### config.mk
export PLATFORM = sky130hd
export DESIGN_NAME = mem_arbiter
export DESIGN_NICKNAME = d
export VERILOG_FILES = /design/src/rtl/mem_arb_pkg.sv /design/src/rtl/mem_arbiter.sv
export SDC_FILE = /design/constraint.sdc
export NUM_CORES = 1
export LEC_CHECK = 0
export ABC_AREA = 1
export CORE_UTILIZATION = 47
export CTS_BUF_LIST = sky130_fd_sc_hd__clkbuf_4 sky130_fd_sc_hd__clkbuf_8
export DETAILED_ROUTE_END_ITERATION = 8
export PLACE_DENSITY = 0.95
export SLEW_MARGIN = 20
export SYNTH_ARGS = -nofsm -noshare
export SYNTH_HDL_FRONTEND = slang
export SYNTH_SLANG_ARGS = --single-unit
### constraint.sdc
create_clock -name clk -period 11.67 [get_ports clk]
set_clock_uncertainty 0.15 [all_clocks]
set_input_delay 2.334 -clock clk [delete_from_list [all_inputs] [get_ports clk]]
set_output_delay 2.334 -clock clk [all_outputs]
set_load 0.02 [all_outputs]
### src/rtl/mem_arb_pkg.sv
// Shared types and owner encodings for the two-port memory arbiter.
package mem_arb_pkg;

  typedef enum logic [1:0] {IDLE, ACCESS, DONE} stateT;

  localparam logic OWN_F = 1'b0;
  localparam logic OWN_X = 1'b1;

endpackage

### src/rtl/mem_arbiter.sv
// Round-robin arbiter sharing one fixed-latency memory port between fetch and execute.
// Operands are latched at acceptance; ACCESS lasts MEM_LAT cycles, then a one-cycle DONE.
module mem_arbiter
  import mem_arb_pkg::*;
#(
  parameter int AW      = 32,
  parameter int DW      = 32,
  parameter int MEM_LAT = 2
) (
  input  logic          clk,
  input  logic          rst,
  input  logic          f_req,
  input  logic [AW-1:0] f_addr,
  output logic          f_gnt,
  output logic          f_done,
  output logic [DW-1:0] f_rdata,
  input  logic          x_req,
  input  logic          x_we,
  input  logic [AW-1:0] x_addr,
  input  logic [DW-1:0] x_wdata,
  output logic          x_gnt,
  output logic          x_done,
  output logic [DW-1:0] x_rdata,
  output logic [AW-1:0] mem_addr,
  output logic [DW-1:0] mem_wdata,
  output logic          mem_we,
  output logic          mem_re,
  input  logic [DW-1:0] mem_rdata,
  output logic          busy
);

  localparam int CW = 4;
  localparam logic [CW-1:0] CntLoad = CW'(MEM_LAT - 1);

  stateT         state, nextState;
  logic [CW-1:0] cnt;
  logic          owner, lastOwner, latWe;
  logic [AW-1:0] latAddr;
  logic [DW-1:0] latWdata;
  logic [DW-1:0] fRdataQ, xRdataQ;
  logic          accept, winner, firstCycle;

  // On a tie the port that was not served last wins.
  function automatic logic pickOwner(input logic fReq, input logic xReq, input logic last);
    if (fReq && xReq) return ~last;
    else if (xReq)    return OWN_X;
    else              return OWN_F;
  endfunction

  assign accept = (state == IDLE) && (f_req || x_req);
  assign winner = pickOwner(f_req, x_req, lastOwner);

  always_ff @(posedge clk or posedge rst) begin
    if (rst) state <= IDLE;
    else     state <= nextState;
  end

  always_comb begin
    nextState = state;
    unique case (state)
      IDLE:    if (f_req || x_req) nextState = ACCESS;
      ACCESS:  if (cnt == '0) nextState = DONE;
      DONE:    nextState = IDLE;
      default: nextState = IDLE;
    endcase
  end

  always_ff @(posedge clk or posedge rst) begin
    if (rst) begin
      cnt       <= '0;
      owner     <= OWN_F;
      lastOwner <= OWN_F;
      latWe     <= 1'b0;
      latAddr   <= '0;
      latWdata  <= '0;
      fRdataQ   <= '0;
      xRdataQ   <= '0;
    end else if (accept) begin
      cnt       <= CntLoad;
      owner     <= winner;
      lastOwner <= winner;
      latWe     <= (winner == OWN_X) && x_we;
      latAddr   <= (winner == OWN_X) ? x_addr : f_addr;
      latWdata  <= (winner == OWN_X) ? x_wdata : '0;
    end else if (state == ACCESS) begin
      if (cnt != '0) cnt <= cnt - CW'(1);
      // Read data is valid on the final ACCESS cycle only.
      if (cnt == '0 && !latWe) begin
        if (owner == OWN_X) xRdataQ <= mem_rdata;
        else                fRdataQ <= mem_rdata;
      end
    end
  end

  always_comb begin
    firstCycle = (state == ACCESS) && (cnt == CntLoad);
    f_gnt      = firstCycle && (owner == OWN_F);
    x_gnt      = firstCycle && (owner == OWN_X);
    f_done     = (state == DONE) && (owner == OWN_F);
    x_done     = (state == DONE) && (owner == OWN_X);
    mem_addr   = (state == ACCESS) ? latAddr : '0;
    mem_wdata  = (state == ACCESS && latWe) ? latWdata : '0;
    mem_we     = firstCycle && latWe;
    mem_re     = (state == ACCESS) && !latWe;
    busy       = (state != IDLE);
    f_rdata    = fRdataQ;
    x_rdata    = xRdataQ;
  end

endmodule

==> results.py, run 1 <==
metrics = {
    "drt": {
        "vias": 6097,
        "ant_nets": 0,
        "wirelength_mm": 17.9,
        "wire_per_inst_um": 14.7,
        "drt_pass1_iterations": 5,
        "drc_errors": 0,
        "drt_iter0_drc": 447,
        "via_per_inst": 5.01,
    },
    "status": {
        "status": "complete, no violations",
    },
    "yosys": {
        "synthesis.nets": 923,
        "post_synth_num_cell_types": 20,
        "synth-warning-count": 0,
        "synth-edff-count": 0,
        "netlist_area_um2": 6240,
        "avgSynthCellArea_um2": 7.93,
        "yosysSeqAreaShare_pct": 54.6,
        "synthCells": 787,
        "synthArstFlopShare_pct": 100,
        "synth_ff_type": "dfrtp_1",
        "synth-seq-cells": 136,
    },
    "clock_network": {
        "cts_tree": "built",
        "clkLatencyLatePin_ps": 420,
        "ctsResizeCount": 0,
        "clkSinkCount": 136,
        "clkTransAtPathRegs_ps": 80,
        "cts_hold_buffers": 0,
        "post-cts-setup-buffer-count": 0,
        "cts_max_level": 4,
        "cts_buffer_depth": 2,
        "cts_buffers": 17,
        "cts_root_buf": "clkbuf_8",
    },
    "floorplanning": {
        "design.die.area_um2": 13700,
        "placement_rows": 41,
        "top_level_ports": 268,
        "die_h_um": 117,
        "die_x_um": 117,
        "initial_core_util_pct": 48.8,
        "core_area_um2": 12800,
    },
    "pwr": {
        "combPwrFrac_pct": 50.8,
        "irDropWorstVdd_mv": 0.117,
        "seqPwrFrac_pct": 32.6,
        "powerDensity_nw_per_um2": 256,
        "p_clk_share_pct": 16.5,
        "internal_power_w": 0.00137,
        "p_sw_w": 0.00102,
        "switching_share_pct": 42.7,
        "p_leak_nw": 4.56,
    },
    "placed_design": {
        "place.gp.congestion": 0.816,
        "place_ws_ps": 6090,
        "portBuffers": 267,
        "hpwlAfterDp_mm": 12.6,
    },
    "global_routing": {
        "grt_pass1_wl_mm": 27.4,
        "grt_max_degree": 85,
        "gr-usage-met2_pct": 46.0,
        "grt_pass1_vias": 5759,
        "top_usage_layer": "met2",
        "grt_overflow": 0,
        "antenna_found_initial": 0,
        "grt_usage_pct": 26.2,
        "met3_usage_pct": 9.42,
        "grt_util_met1_pct": 28.7,
    },
    "setup_path": {
        "start_kind": "register",
        "arrival_ps": 3140,
        "path_common_cell": "inv_1",
        "worst_r2r_startpoint": "cnt[0]",
        "max_stage_delay_ps": 660,
        "critPathLaunch": "state[1]",
        "cp_cell_sequence": "inv_1, nand2_2, inv_1, nand2_1, nor2_1, clkdlybuf4s50_1",
        "end_kind": "output pin",
        "cpMaxStageDelayCell": "clkdlybuf4s50_1",
        "critPathRequiredTime_ps": 9190,
        "worstSetupPathType": "register to output pin",
        "cp_max_fo": 34,
    },
    "sta": {
        "fmax_mhz": 178,
        "worst_pin_slew_ps": 1150,
        "setup_viol": 0,
        "max-slew-margin-rel_pct": 23.4,
        "finalWorstSetupSlack_ps": 6040,
        "finalCritPeriodShare_pct": 48.2,
        "finalCriticalPeriod_ps": 5630,
        "final-hold-violation-count": 0,
        "rsz0062_at_grt": "no",
        "slew_violations": 0,
        "setup_tns_ps": 0,
    },
    "run": {
        "max-cap-violations": 0,
    },
    "layout": {
        "drive_above_1_share_pct": 4.68,
        "fillers": 868,
        "syn2layout_area_growth_pct": 49.6,
        "insertedDiodeCount": 0,
        "fin_nets": 1169,
    },
    "hold_path": {
        "worstHoldStart": "f_rdata[28]",
        "min_path_type": "register to register",
    },
}
-- path summary, 6_finish.rpt --
path,slack (ps),end,cells after the start
setup / recovery,6040,mem_wdata[9],6
hold / removal,320,f_rdata[28],2
setup reg to reg,8710,f_rdata[19],8
hold reg to reg,320,f_rdata[28],2
max in group asynchronous,7920,cnt[1],3
min in group asynchronous,2270,f_rdata[3],2
-- synthesized netlist by cell type, types with 3 or more instances --
| master | n | area share [%] |
|---|---|---|
| o21ai_0 | 11 | 0.88 |
| clkbuf_1 | 14 | 0.84 |
| nor2_1 | 70 | 4.2 |
| nor2_2 | 3 | 0.30 |
| o21ai_1 | 23 | 1.8 |
| buf_2 | 19 | 1.5 |
| nand3_1 | 73 | 5.9 |
| buf_4 | 5 | 0.60 |
| inv_1 | 108 | 6.5 |
| ha_1 | 3 | 0.60 |
| dfrtp_1 | 136 | 55 |
| buf_6 | 6 | 1.1 |
| o211ai_1 | 32 | 3.9 |
| nand2_1 | 275 | 17 |
-- area by class of cell --
type / count / area [um^2] / share of cell area (%)
sequential: 136 / 3400 / 36.5
clock inverter: 12 / 140 / 1.50
clock buffer: 20 / 263 / 2.82
tap: 172 / 215 / 2.31
timing repair buffer: 273 / 2720 / 29.1
multi-input combinational: 495 / 2170 / 23.3
inverter: 110 / 418 / 4.48
-- routing by layer --
layer | up-vias | part of all wire (%)
li1 | 2906 | -
met1 | 2846 | 37
met2 | 313 | 50
met3 | 32 | 11
met4 | 0 | 2.3
met5 | - | 0
-- power groups by stage --
stage,logic [W],registers [W],clock network (W)
6_report,0.00122,0.000781,0.000396
3_3_place_gp,0.00119,0.000771,0
5_1_grt,0.00133,0.000800,0.000422
3_5_place_dp,0.00122,0.000786,0
4_1_cts,0.00123,0.000779,0.000401
2_1_floorplan,0.000589,0.000888,0
-- cells in the final DEF (no fill, tap or decap), types with 4 or more instances in the layout --
cell type / synthesis / final
nor2_1: 70 / 70
o21ai_1: 23 / 23
nand2_1: 275 / 272
nand3_1: 73 / 73
inv_6: 0 / 4
o21ai_0: 11 / 11
dfrtp_1: 136 / 136
o211ai_1: 32 / 32
clkdlybuf4s50_1: 0 / 267
buf_4: 5 / 6
inv_1: 108 / 107
clkbuf_8: 0 / 18
-- registers in the layout, indices dropped and copies added (netlist names) --
| register | cells |
|---|---|
| latAddr | 32 |
| x_rdata | 32 |
| cnt | 4 |
| state | 2 |
| f_rdata | 32 |
| latWdata | 32 |
| lastOwner | 1 |
| latWe | 1 |
-- critical path: cells and delay by family, from the launching register on --
kind                   cells  cell delay, ps
flip-flops                 1             400
AND/OR/NAND/NOR            3            1280
buffers and inverters      3            1020
-- per-stage QoR --
stage               std cells  total power (W)  hold slack [ps]  util [%]  cell area [um^2]
CTS                      1218          0.00241              326      73.0              9330
global placement         1186          0.00196              302      69.9              8920
floorplan                 787          0.00148              299         -              6240
finish                   1218          0.00239              323      73.0              9330
global route             1218          0.00256              348      73.0              9330
detailed placement       1186          0.00200              307      69.9              8920
-- cells by family (layout without fill, tap and decap cells) --
group	count (synthesis)	after routing	synth area share [%]
AOI/OAI and AO/OA	67	67	6.72
xor gates and xnor gates	1	1	0.140
adders and majority gates	3	3	0.602
buffers and inverters	156	415	10.8
DFF	136	136	54.6
and+or+nand+nor	424	424	27.2
No activity file was read; power rests on OpenSTA's default activity.
==> run 2, diff against run 1 <==
CORE_UTILIZATION = 44   (was 47)
clock period = 5.87 ns   (was 11.67 ns; I/O delays follow)
==> results.py, run 2 (synthesis gave the netlist of run 1 again) <==
metrics = {
    "status": {
        "status": "complete, no violations",
    },
    "layout": {
        "final_util_pct": 67.7,
        "regArea_um2": 3400,
        "fin_nets": 1169,
        "layout_common_cells": "nand2_1 (272), clkdlybuf4s50_1 (267), dfrtp_1 (136)",
        "drive_above_1_share_pct": 4.68,
        "fillers": 1056,
        "syn2layout_area_growth_pct": 50.6,
        "layout_commonest_cell": "nand2_1",
        "insertedDiodeCount": 0,
        "multi_input_area_um2": 2180,
    },
    "pwr": {
        "irDropWorstVdd_mv": 0.240,
        "p_leak_nw": 4.58,
        "powerDensity_nw_per_um2": 516,
        "total_power_w": 0.00485,
    },
    "placed_design": {
        "portBuffers": 267,
        "place.gp.congestion": 0.806,
        "hpwlAfterDp_mm": 12.6,
    },
    "drt": {
        "wire_per_inst_um": 14.5,
        "drt_iter0_drc": 367,
        "vias": 6068,
        "drc_errors": 0,
        "wirelength_mm": 17.8,
        "via_per_inst": 4.95,
        "drt_pass1_iterations": 5,
        "ant_nets": 0,
    },
    "sta": {
        "fmax_mhz": 238,
        "slew_violations": 0,
        "setup_viol": 0,
        "setup_tns_ps": 0,
        "rsz0062_at_grt": "no",
        "finalCritPeriodShare_pct": 71.6,
        "finalCriticalPeriod_ps": 4210,
        "final-hold-violation-count": 0,
        "worst_pin_slew_ps": 1050,
        "max-slew-margin-rel_pct": 30.0,
        "holdWs_ps": 326,
    },
    "run": {
        "max-cap-violations": 0,
    },
    "setup_path": {
        "arrival_ps": 2880,
        "critPathLaunch": "state[1]",
        "reg2regPathDepth": 8,
        "cp_max_fo": 34,
        "start_kind": "register",
        "worst_r2r_endpoint": "f_rdata[9]",
        "end_kind": "output pin",
        "worst_r2r_startpoint": "cnt[0]",
        "cp-endpoint": "mem_wdata[25]",
        "cp_cell_sequence": "inv_1, nand2_1, buf_4, inv_1, nand2_1, nor2_1, clkdlybuf4s50_1",
        "critPathRequiredTime_ps": 4550,
        "reg2reg_slack_ps": 3280,
        "worstSetupPathType": "register to output pin",
        "max_stage_delay_ps": 640,
        "path_depth": 7,
        "cp_num_buf_inv": 4,
        "crit_family": "buffers and inverters",
        "cpMaxStageDelayCell": "clkdlybuf4s50_1",
    },
    "floorplanning": {
        "core_area_um2": 13900,
        "design.die.area_um2": 14700,
        "initial_core_util_pct": 44.9,
        "top_level_ports": 268,
        "die_h_um": 121,
        "die_x_um": 121,
        "placement_rows": 43,
    },
    "hold_path": {
        "min_path_type": "register to register",
        "holdPathStages": 2,
    },
    "clock_network": {
        "clkSinkCount": 136,
        "cts_hold_buffers": 0,
        "clkTransAtPathRegs_ps": 70,
        "cts_tree": "built",
        "clkLatencyLatePin_ps": 430,
        "post-cts-setup-buffer-count": 0,
        "cts_max_level": 4,
        "cts_buffer_depth": 2,
        "cts_root_buf": "clkbuf_8",
        "ctsResizeCount": 0,
        "cts_buffers": 17,
    },
    "global_routing": {
        "grt_overflow": 0,
        "antenna_found_initial": 0,
        "grt_usage_pct": 24.8,
        "grt_pass1_wl_mm": 28.1,
        "grt_max_degree": 99,
        "grt_pass1_vias": 5824,
    },
}
## run 2: changes by cell type in the layout (fill, tap and decap cells not counted), sizes merged
cell,previous run,this run
bufinv,2,4
clkinvlp,2,1
clkbuf,20,19
## run 2: through the flow
step / setup WS [ps] / area (um^2) / instances
6_report: 1660 / 9390 / 1226
5_1_grt: 1370 / 9390 / 1226
4_1_cts: 1620 / 9380 / 1226
3_5_place_dp: 2140 / 8930 / 1194
3_3_place_gp: 2240 / 8930 / 1194
2_1_floorplan: 907 / 6240 / 787
## run 2: metal layers
| layer | vias up | routed length, um | global-route usage (%) |
|---|---|---|---|
| li1 | 2904 | - | - |
| met1 | 2859 | 6860 | 28.3 |
| met2 | 275 | 8990 | 43.4 |
| met3 | 30 | 1510 | 7.05 |
| met4 | 0 | 396 | 10.4 |
| met5 | - | 0 | 0 |
## run 2: how the worst min path moves through the flow
stage	start	to
floorplan	latAddr[29]	latAddr[29]
global placement	f_rdata[7]	f_rdata[7]
detailed placement	x_rdata[27]	x_rdata[27]
CTS	x_rdata[9]	x_rdata[9]
global route	latAddr[16]	latAddr[16]
finish	x_rdata[9]	x_rdata[9]
## run 2: worst register-to-register path, stage by stage, from the launching register on
cell and delay (ps):
dfrtp_1 400, inv_1 140, ha_1 160, nand2_1 110, nor2_4 110, buf_4 520
nand2_2 610, nand2_1 210, nand2_1 70
## run 2: layout make-up
| type | count | share of cell area [%] |
|---|---|---|
| clock buffers | 19 | 2.78 |
| inverters | 110 | 4.45 |
| repair buffers | 273 | 28.9 |
| multi-input cells | 495 | 23.2 |
| flip-flops and latches | 136 | 36.2 |
| clock inverters | 13 | 2.02 |
| well taps | 180 | 2.40 |
## run 2: power by group
part	switching [W]	internal, W
registers	0.000210	0.00134
logic	0.00144	0.000984
clock network	0.000383	0.000491
